`config.mk`:
```
export PLATFORM = sky130hd
export DESIGN_NAME = hazard_unit
export DESIGN_NICKNAME = d
export VERILOG_FILES = /design/src/rtl/hazard_pkg.sv /design/src/rtl/hazard_loaduse_detect.sv /design/src/rtl/hazard_unit.sv
export SDC_FILE = /design/constraint.sdc
export NUM_CORES = 1
export LEC_CHECK = 0
export BUFFER_PORTS_ARGS = -buffer_cell sky130_fd_sc_hd__buf_2
export CAP_MARGIN = 0
export CORE_AREA = 4 4 41 43
export DETAILED_ROUTE_END_ITERATION = 10
export DIE_AREA = 0 0 45 47
export GPL_ROUTABILITY_DRIVEN = 0
export SLEW_MARGIN = 20
export SYNTH_ARGS = -nofsm -noshare
export SYNTH_HDL_FRONTEND = slang
export SYNTH_HIERARCHICAL = 1
export SYNTH_SLANG_ARGS = --single-unit
```
`constraint.sdc`:
```
create_clock -name i_clk -period 2 [get_ports i_clk]
set_input_delay 0.4 -clock i_clk [delete_from_list [all_inputs] [get_ports i_clk]]
set_output_delay 0.4 -clock i_clk [all_outputs]
set_load 0.02 [all_outputs]
```
`src/rtl/hazard_pkg.sv`:
```
// Shared types for the pipeline hazard unit.
// FSM state encodings and the default register-index width.
package hazard_pkg;

  localparam int RNBITS_DEF = 5;

  typedef enum logic [1:0] {
    ST_RUN        = 2'd0,
    ST_LOAD_STALL = 2'd1,
    ST_FLUSH      = 2'd2,
    ST_MEM_WAIT   = 2'd3
  } state_t;

endpackage

```
`src/rtl/hazard_loaduse_detect.sv`:
```
// Combinational load-use comparator between the load in ID/EX
// and the source registers of the instruction in ID.
module hazard_loaduse_detect
  import hazard_pkg::*;
#(
  parameter int RNBITS = RNBITS_DEF
) (
  input  logic              i_EX_MemRead,
  input  logic [RNBITS-1:0] i_EX_Rt,
  input  logic [RNBITS-1:0] i_ID_Rs,
  input  logic [RNBITS-1:0] i_ID_Rt,
  input  logic              i_ID_UsesRt,
  output logic              o_LoadUse
);

  logic w_rs_hit;
  logic w_rt_hit;

  assign w_rs_hit = (i_EX_Rt == i_ID_Rs);
  assign w_rt_hit = i_ID_UsesRt && (i_EX_Rt == i_ID_Rt);

  // register zero never carries a real dependency
  assign o_LoadUse = i_EX_MemRead
                  && (i_EX_Rt != '0)
                  && (w_rs_hit || w_rt_hit);

endmodule

```
`src/rtl/hazard_unit.sv`:
```
// Pipeline hazard FSM: taken-branch flush, memory wait, load-use stall.
// Define HAZARD_STATS_EN to add saturating event counters.
module hazard_unit
  import hazard_pkg::*;
#(
  parameter int RNBITS  = RNBITS_DEF,
  parameter int CNTBITS = 16
) (
  input  logic              i_clk,
  input  logic              i_reset,
  input  logic [RNBITS-1:0] i_ID_Rs,
  input  logic [RNBITS-1:0] i_ID_Rt,
  input  logic              i_ID_UsesRt,
  input  logic              i_EX_MemRead,
  input  logic [RNBITS-1:0] i_EX_Rt,
  input  logic              i_MEM_Taken,
  input  logic              i_MemBusy,
  output logic              o_PC_Write,
  output logic              o_IFID_Write,
  output logic              o_IFID_Flush,
  output logic              o_IDEX_Bubble,
  output logic              o_EXMEM_Flush,
  output logic              o_Freeze,
  output logic [1:0]        o_State
`ifdef HAZARD_STATS_EN
  ,
  output logic [CNTBITS-1:0] o_StallCount,
  output logic [CNTBITS-1:0] o_FlushCount,
  output logic [CNTBITS-1:0] o_WaitCount
`endif
);

  if (CNTBITS < 1) begin : g_bad_cnt
    $error("CNTBITS must be at least 1");
  end

  state_t r_state;
  state_t w_next;
  logic   w_loaduse;
  logic   w_taken;
  logic   w_busy;
  logic   w_stall;
  logic   w_flush_hold;

  hazard_loaduse_detect #(
    .RNBITS(RNBITS)
  ) u_detect (
    .i_EX_MemRead(i_EX_MemRead),
    .i_EX_Rt     (i_EX_Rt),
    .i_ID_Rs     (i_ID_Rs),
    .i_ID_Rt     (i_ID_Rt),
    .i_ID_UsesRt (i_ID_UsesRt),
    .o_LoadUse   (w_loaduse)
  );

  // mutually exclusive events, in priority order
  assign w_taken = i_MEM_Taken;
  assign w_busy  = !i_MEM_Taken && i_MemBusy;
  assign w_stall = !i_MEM_Taken && !i_MemBusy
                && w_loaduse
                && (r_state != ST_LOAD_STALL);
  assign w_flush_hold = (r_state == ST_FLUSH)
                     && !w_taken && !w_busy && !w_stall;

  always_ff @(posedge i_clk or posedge i_reset) begin
    if (i_reset) r_state <= ST_RUN;
    else         r_state <= w_next;
  end

  always_comb begin
    w_next        = ST_RUN;
    o_PC_Write    = 1'b1;
    o_IFID_Write  = 1'b1;
    o_IFID_Flush  = 1'b0;
    o_IDEX_Bubble = 1'b0;
    o_EXMEM_Flush = 1'b0;
    o_Freeze      = 1'b0;
    unique case (1'b1)
      w_taken: begin
        o_IFID_Flush  = 1'b1;
        o_IDEX_Bubble = 1'b1;
        o_EXMEM_Flush = 1'b1;
        w_next        = ST_FLUSH;
      end
      w_busy: begin
        o_PC_Write   = 1'b0;
        o_IFID_Write = 1'b0;
        o_Freeze     = 1'b1;
        w_next       = ST_MEM_WAIT;
      end
      w_stall: begin
        o_PC_Write    = 1'b0;
        o_IFID_Write  = 1'b0;
        o_IDEX_Bubble = 1'b1;
        w_next        = ST_LOAD_STALL;
      end
      w_flush_hold: begin
        // wrong-path instruction still sits in ID
        o_IDEX_Bubble = 1'b1;
      end
      default: ;
    endcase
    if (i_reset) begin
      w_next        = ST_RUN;
      o_PC_Write    = 1'b0;
      o_IFID_Write  = 1'b0;
      o_IFID_Flush  = 1'b1;
      o_IDEX_Bubble = 1'b1;
      o_EXMEM_Flush = 1'b1;
      o_Freeze      = 1'b0;
    end
  end

  assign o_State = r_state;

`ifdef HAZARD_STATS_EN
  logic [CNTBITS-1:0] r_stall_cnt;
  logic [CNTBITS-1:0] r_flush_cnt;
  logic [CNTBITS-1:0] r_wait_cnt;

  always_ff @(posedge i_clk or posedge i_reset) begin
    if (i_reset) begin
      r_stall_cnt <= '0;
      r_flush_cnt <= '0;
      r_wait_cnt  <= '0;
    end else begin
      if (w_stall && (r_stall_cnt != '1))
        r_stall_cnt <= r_stall_cnt + CNTBITS'(1);
      if (w_taken && (r_flush_cnt != '1))
        r_flush_cnt <= r_flush_cnt + CNTBITS'(1);
      if (w_busy && (r_wait_cnt != '1))
        r_wait_cnt <= r_wait_cnt + CNTBITS'(1);
    end
  end

  assign o_StallCount = r_stall_cnt;
  assign o_FlushCount = r_flush_cnt;
  assign o_WaitCount  = r_wait_cnt;
`endif

endmodule

```
==> flow_metrics.tcl, run 1 <==
set metrics [dict create \
    final_nets 94 \
    slew_headroom_pct 86.3 \
    tns_ns -0.291 \
    worst_path_dominant_cell_family "compound AO/OA/AOI/OAI gates" \
    clk_latency_ns 0.22 \
    wl_per_cell_um 11.0 \
    fin_crit_ns 2.11 \
    clk_pin_slew_ns 0.03 \
    ys_ff_latch 2 \
    hold_violations 0 \
    utilization_pct 41.7 \
    tightest_slew_ns 0.204 \
    yosysTopAreaCell "xor2_1" \
    critPathMaxFanout 3 \
    leakage_uw 0.000274 \
    worst_ep_required_time_ns 1.60 \
    dp_hpwl_um 722 \
    skew_ns 0.00197 \
    stdcell_count 86 \
    largest_reg_flops 2 \
    p_per_area_nw_per_um2 433 \
    rsz0062_at_grt "yes" \
    vdd_drop_max_mv 0.236 \
    grt_pass1_vias 349 \
    dr.first_iter.drc_count 0 \
    wirelength_um 943 \
    die_h_um 47 \
    cap_violations 0 \
    antenna_found_initial 0 \
    viasPerCell 4.19 \
    antenna_left 0 \
    root_buffer "clkbuf_4" \
    violations "setup timing" \
    area_growth_pct 103 \
    place_inst 79 \
    slew_violations 0 \
    grt_usage_pct 8.53 \
    hold_class "in -> async" \
    synth.avg_cell_area_um2 7.65 \
    grt_overflow 0 \
    yosys_warnings 6 \
    clock-sinks 2 \
    synth_cells 35 \
    drc 0 \
    grt_max_degree 6 \
    synth-edff-count 0 \
    cts_max_level 1 \
    min_period_over_period_pct 106 \
    fillers 141 \
    io_buffers 28 \
    worst-path-buf-inv 2 \
    synth_top_area_share_pct 22.9 \
    drive_above_1_share_pct 62.0 \
    die_x_um 45 \
    status "finished with violations" \
    grt_pass1_wl_mm 1.31 \
    ys_seq_area_share_pct 18.7 \
    timing.final.ws_setup_ns -0.110 \
    synth.most_common_cell "xor2_1" \
    core-area_um2 1300 \
    ys.flop_type "dfrtp_1" \
    pre_cts_ws_ns -0.151 \
    syn_nets 56 \
    synth.top_cells.by_count "xor2_1 (7), nor2_1 (4), inv_1 (3), xnor2_1 (3)" \
    drt_pass1_iterations 1 \
    netlist_area_um2 268 \
    path_class "in -> out" \
    cp_slowest_stage_delay_ns 0.27 \
    cp_cell_sequence "buf_6 > xor2_2 > nor4_2 > nand3_1 > a21oi_2 > a21oi_2 > o21a_2 > buf_6" \
    core.rowCount 13 \
    numCtsBuffers 3 \
    ys_top_cells_by_area "xor2_1 (23%), dfrtp_1 (19%), xnor2_1 (9.8%)" \
    synth_cell_type_count 17 \
    fmax_mhz 474 \
    n_antenna_cell 0 \
    vias 360 \
    end_kind "output pin" \
    dieArea_um2 2120 \
    arrival_ns 1.71 \
    clockBufferDepth 2 \
    synthArstFlopShare_pct 100 \
    cts_tree "built" \
    start_kind "input port" \
    crit_path_top_delay_cell "nor4_2" \
    start_util_pct 20.6 \
    setup_viol 3 \
    io_pins 29 \
    ctsHoldBuffers 0 \
    finalPower_uw 235 \
]
repair_timing:
action	4_1_cts	5_1_grt
setup endpoints to repair	3	3
pin swaps	5	6
setup buffers	4	0
gates resized for setup	9	5
report_power, final:
group	switching [µW]	internal, µW
clock	20.5	66.0
combinational	47.7	56.7
sequential	1.35	42.9
path summary, 6_finish.rpt:
kind / cells after the start / endpoint / slack (ns) / from
worst max-delay path: 8 / o_IFID_Write / -0.11 / i_ID_Rt[3]
worst min-delay path: 2 / o_State[0] / 0.06 / i_reset
worst max register to register: 7 / o_State[0] / 0.80 / o_State[1]
worst min register to register: 7 / o_State[0] / 1.02 / o_State[0]
max in group asynchronous: 2 / o_State[1] / 1.82 / i_reset
min in group i_clk: 2 / o_State[1] / 0.37 / i_reset
cell type report:
cell class / instances / area (µm²) / area share [%]
Multi-Input combinational cell: 28 / 208 / 38.2
Inverter: 3 / 11.3 / 2.07
Timing Repair Buffer: 35 / 233 / 42.9
Tap cell: 15 / 18.8 / 3.46
Clock buffer: 3 / 22.5 / 4.15
Sequential cell: 2 / 50.0 / 9.22
kinds of logic (layout without fill, tap and decap cells):
family	after synthesis	in the layout	synth area share, %
and+or+nand+nor	11	11	24.3
xor gates and xnor gates	10	10	32.7
AOI/OAI and AO/OA	7	7	14.5
buffers and inverters	5	41	9.81
DFF	2	2	18.7
layer usage:
metal  GRT usage [%]  wire length (µm)  share of wire, %  vias up
li1                -                 -                 -      186
met1            9.09               310                33      159
met2            15.3               524                56       15
met3            1.92               109                12        0
met4            5.26                 0                 0        0
met5               0                 0                 0        -
per-stage QoR:
step	area [µm²]	hold slack, ns
6_report	543	0.0563
3_5_place_dp	435	0.286
3_3_place_gp	435	0.283
2_1_floorplan	269	0.150
5_1_grt	543	0.0670
4_1_cts	519	0.0463
worst reg2reg max path, stage by stage, from the launching register on:
cell and delay (ns):
dfrtp_1 0.37, nand2b_1 0.15, a21oi_2 0.14, buf_4 0.12
buf_4 0.09, buf_4 0.09, buf_4 0.09, nor2_1 0.03
layout by cell type, fill, tap and decap left out, types with 2 or more instances in the layout:
master	Yosys	routed
buf_4	2	8
o21ai_1	2	2
inv_1	3	3
xnor2_1	3	3
nand3_1	2	2
buf_6	0	6
a21oi_2	0	2
dfrtp_1	2	2
clkbuf_4	0	3
nor2_1	4	4
buf_2	0	21
xor2_1	7	6
Power figures use the tool's default switching activity.
==> run 2: changes to the inputs <==
Settings changed: SKIP_LAST_GASP set to 1, SLEW_MARGIN 20 to 40, SYNTH_HIERARCHICAL 1 to not set.
==> run 2 against run 1 <==
- critical endpoint unchanged
- largest power group is now the clock network
- maximum frequency grew 10%
- sequential share of layout area increased by 1.3 points
- combinational power is 17% lower
- wire length down 5.6%
- clock-buffer cell count unchanged
- the flow now finishes without violations
- highest routed layer is now met4
==> flow_metrics.tcl, run 2 <==
set metrics [dict create \
    syn_nets 56 \
    synth-edff-count 0 \
    vias 363 \
    cp_slowest_stage_delay_ns 0.28 \
    dp_hpwl_um 757 \
    skew_ns 0.00565 \
    ys_ff_latch 2 \
    ctsHoldBuffers 0 \
    synthArstFlopShare_pct 100 \
    hold_violations 0 \
    antenna_left 0 \
    p_per_area_nw_per_um2 472 \
    die_x_um 45 \
    largest_reg_flops 2 \
    critPathMaxFanout 3 \
    start_util_pct 20.9 \
    die_h_um 47 \
    clock-sinks 2 \
    tns_ns 0 \
    area_growth_pct 74.7 \
    synth.avg_cell_area_um2 7.76 \
    start_kind "input port" \
    fmax_mhz 522 \
    cts_max_level 1 \
    netlist_area_um2 272 \
    synth_cell_type_count 15 \
    ys_top_cells_by_area "xor2_1 (29%), dfrtp_1 (18%), nor2_1 (6.9%)" \
    crit_cells 6 \
    slew_headroom_pct 77.9 \
    p_switching_uw 71.8 \
    worst_path_dominant_cell_family "compound AO/OA/AOI/OAI gates" \
    grt_overflow 0 \
    yosys_warnings 0 \
    status "finished clean" \
    clockBufferDepth 2 \
    crit_path_top_delay_cell "o211a_1" \
    vdd_drop_max_mv 0.260 \
    drc 0 \
    synth.most_common_cell "xor2_1" \
    rsz0062_at_grt "no" \
    ys.flop_type "dfrtp_1" \
    power.clock.fraction_pct 41.1 \
    swShare_pct 32.1 \
    dieArea_um2 2120 \
    pre_cts_ws_ns 0.0390 \
    layout_common_cells "buf_2 (24), xor2_1 (9), nor2_1 (5)" \
    min_period_over_period_pct 95.7 \
    clk_latency_ns 0.23 \
    n_antenna_cell 0 \
    synth_top_area_share_pct 29.0 \
    grt_max_degree 5 \
    layout_commonest_cell "buf_2" \
    setup_viol 0 \
    fin_crit_ns 1.91 \
    internal_power_uw 152 \
    viasPerCell 4.48 \
    yosysTopAreaCell "xor2_1" \
    dr.first_iter.drc_count 1 \
    arrival_ns 1.51 \
    io_pins 29 \
    drive_above_1_share_pct 51.5 \
    path_class "in -> out" \
    core.rowCount 13 \
    tightest_slew_ns 0.331 \
    worst-path-buf-inv 2 \
    fillers 160 \
    wl_per_cell_um 11.0 \
    grt_pass1_wl_mm 1.35 \
    numCtsBuffers 3 \
    antenna_found_initial 0 \
    slew_violations 0 \
    utilization_pct 36.4 \
    seq_area_um2 50.0 \
    hold_class "in -> async" \
    cap_violations 0 \
    clk_pin_slew_ns 0.03 \
    timing.final.ws_setup_ns 0.0859 \
    drt_pass1_iterations 3 \
    end_kind "output pin" \
    seqPwrFrac_pct 20.1 \
    synth.top_cells.by_count "xor2_1 (9), nor2_1 (5), inv_1 (4)" \
    final_nets 89 \
    multi_input_area_um2 191 \
    io_buffers 28 \
    synth_cells 35 \
    root_buffer "clkbuf_4" \
    comb_power_share_pct 38.8 \
    cts_tree "built" \
    ys_seq_area_share_pct 18.4 \
    leakage_uw 0.000256 \
    cp_cell_sequence "buf_2 > xor2_1 > nor4_1 > a32oi_1 > o211a_1 > buf_6" \
    grt_pass1_vias 381 \
    wirelength_um 890 \
    core-area_um2 1300 \
    grt_usage_pct 9.08 \
    worst_ep_required_time_ns 1.60 \
    r2r_cells 3 \
]
run 2: cell types whose count changed after synthesis, moves of 2 or more:
cell     change
nand2_1      +2
xor2_1       +2
nand3_1      -2
a21oi_1      -2
xnor2_1      -2
o21ai_1      -2
run 2: worst paths after layout:
check	slack, ns	end	startpoint
max in group asynchronous	1.80	o_State[1]	i_reset
min in group i_clk	0.40	o_State[1]	i_reset
worst max-delay path	0.09	o_IFID_Write	i_ID_Rt[1]
worst min-delay path	0.07	o_State[0]	i_reset
worst min register to register	0.83	o_State[0]	o_State[1]
worst max register to register	1.02	o_State[0]	o_State[0]
run 2: metal layers:
layer	GRT usage [%]	up-vias	part of all wire [%]	wire, µm
met5	0	-	0	0
met4	7.02	0	1.9	17
met3	1.92	2	12	105
met2	16.7	21	49	437
met1	8.86	160	37	329
li1	-	180	-	-
run 2: layout make-up:
cell class,instances,area share (%)
Clock buffer,3,4.75
Inverter,4,3.17
Multi-Input combinational cell,27,40.4
Sequential cell,2,10.6
Tap cell,15,3.96
Timing Repair Buffer,30,37.2
run 2: cell families after synthesis:
kind of cell              synth area share, %
buffers and inverters                    11.1
AOI/OAI and AO/OA                        18.0
xor gates and xnor gates                 32.3
DFF                                      18.4
and+or+nand+nor                          20.3
run 2: power groups by stage:
stage / clock network, µW / registers (µW) / logic (µW)
4_1_cts: 96.9 / 45.0 / 81.0
3_5_place_dp: 0 / 45.4 / 80.6
6_report: 91.9 / 45.1 / 86.8
2_1_floorplan: 0 / 47.5 / 40.0
3_3_place_gp: 0 / 45.3 / 79.6
5_1_grt: 97.8 / 45.4 / 96.0
run 2: timing repair:
action	in CTS	in global routing
gates resized for setup	0	7
setup endpoints to repair	0	3
endpoints found under the hold margin	0	0
buffers inserted	0	1
run 2: metrics by stage:
stage,power [µW],hold WS [ns],instances,area (µm²)
2_1_floorplan,87.5,0.149,35,272
3_3_place_gp,125,0.304,77,423
3_5_place_dp,126,0.310,77,423
4_1_cts,223,0.0614,80,445
5_1_grt,239,0.0921,81,474
6_report,224,0.0667,81,474
==> run 3: changes to the inputs <==
Settings changed: CORE_AREA 4 4 41 43 to 2 2 39 41, DIE_AREA 0 0 45 47 to 0 0 41 43.
==> run 3 against run 2 <==
- register-to-register slack gained 0.03 ns
- cell area is 0.53% lower
- clock skew down 0.0048 ns
- total power fell by 2.3%
- largest cell class unchanged
==> flow_metrics.tcl, run 3 (synthesized netlist as in run 2, its figures left out) <==
set metrics [dict create \
    wl_per_cell_um 9.30 \
    largest_reg_flops 2 \
    grt_max_degree 5 \
    layout_commonest_cell "buf_2" \
    rr_startpoint "o_State[0]" \
    grt_usage_pct 10.0 \
    tightest_slew_ns 0.324 \
    cts_tree "built" \
    grt_overflow 0 \
    drive_above_1_share_pct 50.8 \
    start_util_pct 19.6 \
    clk_pin_slew_ns 0.03 \
    clk_latency_ns 0.22 \
    clock-sinks 2 \
    dieArea_um2 1760 \
    utilization_pct 34.1 \
    timing.rr.end "o_State[0]" \
    hold_violations 0 \
    vdd_drop_max_mv 0.300 \
    path_class "in -> out" \
    end_kind "output pin" \
    area_growth_pct 73.7 \
    fillers 153 \
    io_pins 29 \
    status "finished clean" \
    io_buffers 28 \
    numCtsBuffers 3 \
    seq_area_um2 50.0 \
    cap_violations 0 \
    cp_cell_sequence "buf_2 > xor2_1 > nor4_1 > a32oi_1 > o211a_1 > buf_6" \
    wirelength_um 753 \
    cp_slowest_stage_delay_ns 0.29 \
    antenna_found_initial 0 \
    cts_max_level 1 \
    crit_path_top_delay_cell "o211a_1" \
    final_nets 88 \
    slew_headroom_pct 78.4 \
    grt_pass1_wl_mm 1.18 \
    worst-path-buf-inv 2 \
    critPathMaxFanout 3 \
    vias 351 \
    core.rowCount 14 \
    p_per_area_nw_per_um2 464 \
    hold_class "in -> async" \
    worst_path_dominant_cell_family "compound AO/OA/AOI/OAI gates" \
    layout_common_cells "buf_2 (24), xor2_1 (9), nor2_1 (5)" \
    finalPower_uw 219 \
    fin_crit_ns 1.93 \
    arrival_ns 1.53 \
    post-cts-setup-buffer-count 0 \
    min_period_over_period_pct 96.6 \
    worst_ep_required_time_ns 1.60 \
    r2r_cells 3 \
    clockBufferDepth 2 \
    skew_ns 0.000853 \
    n_antenna_cell 0 \
    r2r_slack_ns 1.05 \
    grt_pass1_vias 334 \
    die_h_um 43 \
    setup_viol 0 \
    rsz0062_at_grt "no" \
    antenna_left 0 \
    tns_ns 0 \
    multi_input_area_um2 191 \
    fmax_mhz 517 \
    drc 0 \
    core-area_um2 1380 \
    slew_violations 0 \
    start_kind "input port" \
    viasPerCell 4.33 \
    leakage_uw 0.000253 \
    dr.first_iter.drc_count 3 \
    root_buffer "clkbuf_4" \
    drt_pass1_iterations 4 \
    die_x_um 41 \
]
-- run 3: changes by cell type in the layout (fill, tap and decap cells not counted) --
cell	before	now
buf_4	3	1
buf_6	3	4
-- run 3: timing repair --
action	4_1_cts	5_1_grt
gates resized for setup	0	8
hold endpoints to repair	0	0
setup endpoints to repair	0	3
hold buffers	0	0
-- run 3: worst register-to-register path: stages, from the launching register on --
cell and delay, ns:
dfrtp_1 0.38, inv_1 0.06, o2111ai_1 0.18, o31ai_2 0.23
-- run 3: worst max-delay path by stage --
stage	from	end	slack (ns)	cells after the start
3_3_place_gp	i_EX_Rt[3]	o_PC_Write	0.04	6
3_5_place_dp	i_EX_Rt[3]	o_PC_Write	0.02	6
2_1_floorplan	i_EX_Rt[3]	o_PC_Write	0.12	5
6_report	i_ID_Rt[1]	o_IFID_Write	0.07	6
4_1_cts	i_EX_Rt[3]	o_PC_Write	0.01	6
5_1_grt	i_ID_Rt[1]	o_IFID_Write	0.003	6
-- run 3: cell type report --
type / instances / area share (%)
Sequential cell: 2 / 10.6
Clock buffer: 3 / 4.77
Multi-Input combinational cell: 27 / 40.6
Tap cell: 16 / 4.24
Inverter: 4 / 3.18
Timing Repair Buffer: 29 / 36.6
-- run 3: power breakdown --
group / switching (µW) / leakage [µW] / total, µW / internal [µW]
Sequential: 1.55 / 0.0000257 / 44.5 / 42.9
Combinational: 43.2 / 0.000214 / 85.4 / 42.2
Clock: 22.7 / 0.0000138 / 88.8 / 66.1
-- run 3: metrics by stage --
stage	cell area, µm²	instances	setup slack, ns	hold WS, ns
floorplan	272	35	0.124	0.149
global placement	424	78	0.0425	0.303
detailed placement	424	78	0.0150	0.306
CTS	447	81	0.0135	0.0659
global route	472	81	0.00253	0.0675
finish	472	81	0.0674	0.0729
-- run 3: metal layers --
metal,GRT usage (%),part of all wire (%),vias up
li1,-,-,177
met1,9.00,36,156
met2,16.6,55,18
met3,3.66,9.2,0
met4,8.00,0,0
met5,0,0,-
